## src/rtl/constmap_pkg.sv

```systemverilog
// Shared types and constants for the note-to-phase-increment constant ROM scheduler.
package constmap_pkg;
  localparam int NOTE_W  = 9;
  localparam int ROM_AW  = 8;
  localparam int CONST_W = 24;
  localparam logic [ROM_AW-1:0] SAT_ADDR = 8'hFF;

  typedef enum logic [1:0] {IDLE, WAIT, CAP} state_t;

  typedef struct packed {
    logic [ROM_AW-1:0] addr;
    logic              err;
  } lookup_t;

  // Notes with the top bit set are out of range and read the last ROM word.
  function automatic lookup_t note2lookup(input logic [NOTE_W-1:0] n);
    lookup_t lk;
    lk.err  = n[NOTE_W-1];
    lk.addr = n[NOTE_W-1] ? SAT_ADDR : n[ROM_AW-1:0];
    return lk;
  endfunction
endpackage

```

## src/rtl/rr_pick.sv

```systemverilog
// Combinational round-robin pick: first set request at or above ptr, wrapping.
module rr_pick #(
  parameter int NREQ = 4,
  parameter int IDW  = $clog2(NREQ)
) (
  input  logic [NREQ-1:0] req,
  input  logic [IDW-1:0]  ptr,
  output logic [IDW-1:0]  gnt,
  output logic            any
);
  // Scan from farthest to nearest so the closest set bit wins.
  always_comb begin
    gnt = '0;
    any = |req;
    for (int k = NREQ - 1; k >= 0; k--) begin
      if (req[(int'(ptr) + k) % NREQ]) gnt = IDW'((int'(ptr) + k) % NREQ);
    end
  end
endmodule

```

## src/rtl/constmap_arb.sv

```systemverilog
// Round-robin scheduler sharing one synchronous constant ROM among NREQ requesters.
module constmap_arb
  import constmap_pkg::*;
#(
  parameter int NREQ    = 4,
  parameter int ROM_LAT = 1
) (
  input  logic                     clk,
  input  logic                     reset_n,
  input  logic [NREQ-1:0]          req,
  input  logic [NREQ*NOTE_W-1:0]   note,
  output logic [NREQ-1:0]          ack,
  output logic [ROM_AW-1:0]        rom_addr,
  input  logic [CONST_W-1:0]       rom_q,
  output logic                     rsp_valid,
  output logic [$clog2(NREQ)-1:0]  rsp_id,
  output logic [CONST_W-1:0]       rsp_const,
  output logic                     rsp_err
);
  localparam int IDW   = $clog2(NREQ);
  localparam int CNT_W = 3;

  state_t           state, state_n;
  logic [CNT_W-1:0] cnt;
  logic [IDW-1:0]   ptr, id, gnt;
  logic             any, err_l;
  logic [NOTE_W-1:0] gnote;
  lookup_t          lk;

  rr_pick #(.NREQ(NREQ), .IDW(IDW)) u_pick (
    .req (req),
    .ptr (ptr),
    .gnt (gnt),
    .any (any)
  );

  assign gnote = note[int'(gnt)*NOTE_W +: NOTE_W];
  assign lk    = note2lookup(gnote);

  always_ff @(posedge clk or negedge reset_n) begin
    if (!reset_n) state <= IDLE;
    else          state <= state_n;
  end

  always_comb begin
    state_n = state;
    unique case (state)
      IDLE:    if (any) state_n = WAIT;
      WAIT:    if (cnt == CNT_W'(1)) state_n = CAP;
      CAP:     state_n = IDLE;
      default: state_n = IDLE;
    endcase
  end

  // ptr only advances once the answer is captured, so a reset mid-lookup leaves it at 0.
  always_ff @(posedge clk or negedge reset_n) begin
    if (!reset_n) begin
      ptr       <= '0;
      id        <= '0;
      cnt       <= '0;
      err_l     <= 1'b0;
      ack       <= '0;
      rom_addr  <= '0;
      rsp_valid <= 1'b0;
      rsp_id    <= '0;
      rsp_const <= '0;
      rsp_err   <= 1'b0;
    end else begin
      ack       <= '0;
      rsp_valid <= 1'b0;
      unique case (state)
        IDLE: if (any) begin
          id       <= gnt;
          ack[gnt] <= 1'b1;
          rom_addr <= lk.addr;
          err_l    <= lk.err;
          cnt      <= CNT_W'(ROM_LAT);
        end
        WAIT: cnt <= cnt - CNT_W'(1);
        CAP: begin
          rsp_valid <= 1'b1;
          rsp_id    <= id;
          rsp_const <= rom_q;
          rsp_err   <= err_l;
          ptr       <= (int'(id) == NREQ - 1) ? '0 : id + IDW'(1);
        end
        default: ;
      endcase
    end
  end
endmodule

```

## config.mk

```make
export PLATFORM = sky130hd
export DESIGN_NAME = constmap_arb
export DESIGN_NICKNAME = d
export VERILOG_FILES = /design/src/rtl/constmap_pkg.sv /design/src/rtl/rr_pick.sv /design/src/rtl/constmap_arb.sv
export SDC_FILE = /design/constraint.sdc
export NUM_CORES = 1
export LEC_CHECK = 0
export BUFFER_PORTS_ARGS = -buffer_cell sky130_fd_sc_hd__buf_2
export CAP_MARGIN = 15
export CORE_MARGIN = 10
export CORE_UTILIZATION = 40
export DETAILED_ROUTE_END_ITERATION = 8
export PLACE_DENSITY = 0.68
export SYNTH_ARGS = -nofsm -noshare
export SYNTH_HDL_FRONTEND = slang
export SYNTH_HIERARCHICAL = 1
export SYNTH_SLANG_ARGS = --single-unit
```

## constraint.sdc

```tcl
create_clock -name clk -period 4.91 [get_ports clk]
set_input_delay 0.2455 -clock clk [delete_from_list [all_inputs] [get_ports clk]]
set_output_delay 0.2455 -clock clk [all_outputs]
set_load 0.01 [all_outputs]
```

==> run_results.csv <==
group,metric,value,unit
outcome,outcome,"finished, final reports clean",
route,avgViaCountPerCell,4.83,
synthesis,synth_area_leader_cell,"dfrtp_1",
timing,min_period,2.68,ns
place,globalplace.congestion,0.791,
floorplanning,core_area,0.00551,mm2
synthesis,yosys.area.top_type_share,0.549,
timing,relSlewSlack,0.297,
timing,setup_tns,0,ns
job,drv_cap,0,
route,drcViolationCount,0,
place,port_buffers,105,
synthesis,synth_top_family_by_area,"multiplexers",
finish,drive_gt1_frac,0.551,
route,totalWireLength,5470,um
clock_network,post_cts_buffers,0,
timing,grt_setup_unrepaired,"no",
synthesis,synth_fp_nets,249,
global_route,grt_overflow,0,
synthesis,ys_ff_latch,50,
worst_hold_path,hp-class,"input pin to flip-flop",
synthesis,synthTopCellsByArea,"dfrtp_1 (55%), mux2_2 (18%), mux2i_1 (4.0%)",
clock_network,tritoncts,"yes",
timing,holdWs,0.178,ns
floorplanning,dieArea,0.00911,mm2
timing,fin_ws,2.23,ns
synthesis,synth-compound-area-share,0.0588,
place,pre_cts_slack,2.17,ns
floorplanning,fp.dieW,95.5,um
global_route,grt_max_degree,51,
clock_network,cts_made_buffers,5,
critical_path,worstPathArrival,2.82,ns
route,firstDrtPassIters,4,
global_route,grt_pass1_wl,8450,um
synthesis,synth_xor_xnor_area_share,0,
synthesis,synth_area,0.00228,mm2
synthesis,yosysWarningCount,6,
synthesis,synth_adder_area_share,0.0165,
finish,diodes,0,
floorplanning,die_h,95.5,um
timing,hold_violations,0,
power_and_ir_drop,cellPowerDensity,558,mW/mm2
floorplanning,start_util,0.414,
global_route,antenna_found_initial,0,
clock_network,clock-sinks,50,
route,routedWlPerCell,15.2,um
power_and_ir_drop,p_leak,1.46,nW
timing,fin_skew,0.00401,ns
clock_network,clk_pin_slew_worst_paths,0.09,ns
route,drt_iter0_markers,61,
timing,final_max_slew_viol_count,0,
synthesis,syn-instance-count,180,
critical_path,crit_fanout,22,
place,dp_hpwl,4270,um
synthesis,synthSimpleGateAreaFrac,0.110,
synthesis,yosysUniqueCellTypes,33,
clock_network,clk_latency,0.29,ns
timing,final-setup-viol-count,0,
finish,layout.nets,355,
clock_network,cts-root-buf,"clkbuf_8",
timing,maxClockFrequency,374,MHz
route,route.antenna.remaining_nets,0,
critical_path,start_kind,"flip-flop",
synthesis,synthesis.area_per_instance,12.7,um2
critical_path,crit_type,"flip-flop to flip-flop",
critical_path,crit_required,5.06,ns
synthesis,ys_seq_area_frac,0.549,
power_and_ir_drop,power,1.67,mW
timing,tightest_slew,1.05,ns
global_route,grt_usage,0.114,
clock_network,htreeDepth,2,
finish,postLayoutCoreUtil,0.543,
timing,fin_crit_sh,0.545,
critical_path,endpoint_kind,"flip-flop",
route,via_count,1734,
global_route,first_global_vias,1782,
floorplanning,rows,27,
clock_network,cts_max_path_buffers,2,
power_and_ir_drop,ir_drop,0.191,mV
floorplanning,ios,106,
synthesis,muxShareOfSynthArea,0.237,
finish,areaGrowthSynthToFinish,31.2,%
-- sequential cells by signal, summed over array words and instances (netlist names) --
signal	cells
rsp_err	1
state	2
ptr	2
rom_addr	8
ack	4
id	2
rsp_id	2
rsp_valid	1
err_l	1
rsp_const	24
cnt	3
-- cell usage in the layout (no fill, tap or decap), types with 2 or more instances in the layout --
cell	synthesis	final
nand2b_1	2	2
ha_1	3	3
a311oi_1	7	7
clkbuf_8	0	5
dfrtp_1	50	50
o21ai_0	5	5
mux2i_1	9	9
nor4_1	7	7
mux2_2	37	37
inv_1	3	3
buf_2	3	105
nor2_1	18	17
nor3b_1	3	3
nand2_1	12	12
-- final timing paths --
check / slack (ns) / to / start / cells past startpoint
max: 2.23 / rom_addr[3] / ptr[1] / 6
min: 0.18 / rsp_const[21] / rom_q[21] / 2
max reg2reg: 2.23 / rom_addr[3] / ptr[1] / 6
min reg2reg: 0.48 / rom_addr[6] / rom_addr[6] / 2
max in group asynchronous: 3.94 / rsp_const[14] / reset_n / 3
min in group asynchronous: 0.45 / rsp_const[4] / reset_n / 2
-- per-layer routing --
metal  vias to the layer above  global-route usage  part of all wire
li1                        859                   -                 -
met1                       807               0.125              0.39
met2                        66               0.196              0.49
met3                         2              0.0558              0.12
met4                         0              0.0246            0.0022
met5                         -                   0                 0
-- where the power goes --
group | switching [mW] | internal (mW) | total, mW
Sequential | 0.101 | 0.594 | 0.694
Combinational | 0.349 | 0.349 | 0.698
Clock | 0.124 | 0.152 | 0.276
Total | 0.574 | 1.09 | 1.67
-- cells by family after synthesis --
family	count (synthesis)
AOI/OAI and AO/OA	18
and+or+nand+nor	49
muxes	48
DFF	50
adders and majority gates	3
buffers and inverters	12
-- through the flow --
stage          instances  area, um2
2_1_floorplan        180       2280
3_3_place_gp         349       2850
3_5_place_dp         349       2850
4_1_cts              357       2960
5_1_grt              359       2990
6_report             359       2990
-- critical path: stages (launching register included) --
cell	delay (ns)
dfrtp_1	0.44
nor3b_1	0.23
a211oi_1	0.09
nor2_2	0.80
mux2_2	0.43
nor2_1	0.37
a311oi_1	0.18
-- layout make-up --
| type | instances | area (um2) |
|---|---|---|
| Clock inverter | 2 | 37.5 |
| Sequential cell | 50 | 1250 |
| Multi-Input combinational cell | 118 | 965 |
| Clock buffer | 6 | 72.6 |
| Inverter | 3 | 11.3 |
| Tap cell | 72 | 90.1 |
| Fill cell | 493 | 2520 |
| Timing Repair Buffer | 108 | 563 |
-- cell usage after synthesis --
library cell / instances
buf_2: 3
or2b_2: 1
clkbuf_1: 1
ha_1: 3
mux4_2: 1
o21bai_1: 1
a211oi_2: 1
buf_4: 2
nor4_1: 7
nor3b_1: 3
a31oi_1: 1
nand2_1: 12
and3_1: 1
nor3b_2: 1
or3b_2: 1
buf_1: 1
clkbuf_2: 1
buf_6: 1
a22o_1: 1
a211oi_1: 1
nor2_1: 18
mux2_2: 37
nand2b_1: 2
mux2i_1: 9
a21oi_1: 1
a311oi_1: 7
nor3_1: 1
or3b_1: 1
inv_1: 3
dfrtp_1: 50
mux2_1: 1
o21ai_0: 5
and2b_2: 1
-- timing repair --
action                                  in CTS  in global routing
resized for setup                            0                  0
endpoints found under the hold margin        0                 22
hold buffers                                 0                  1
endpoints found under the setup margin       0                  0
Power figures use the tool's default switching activity.
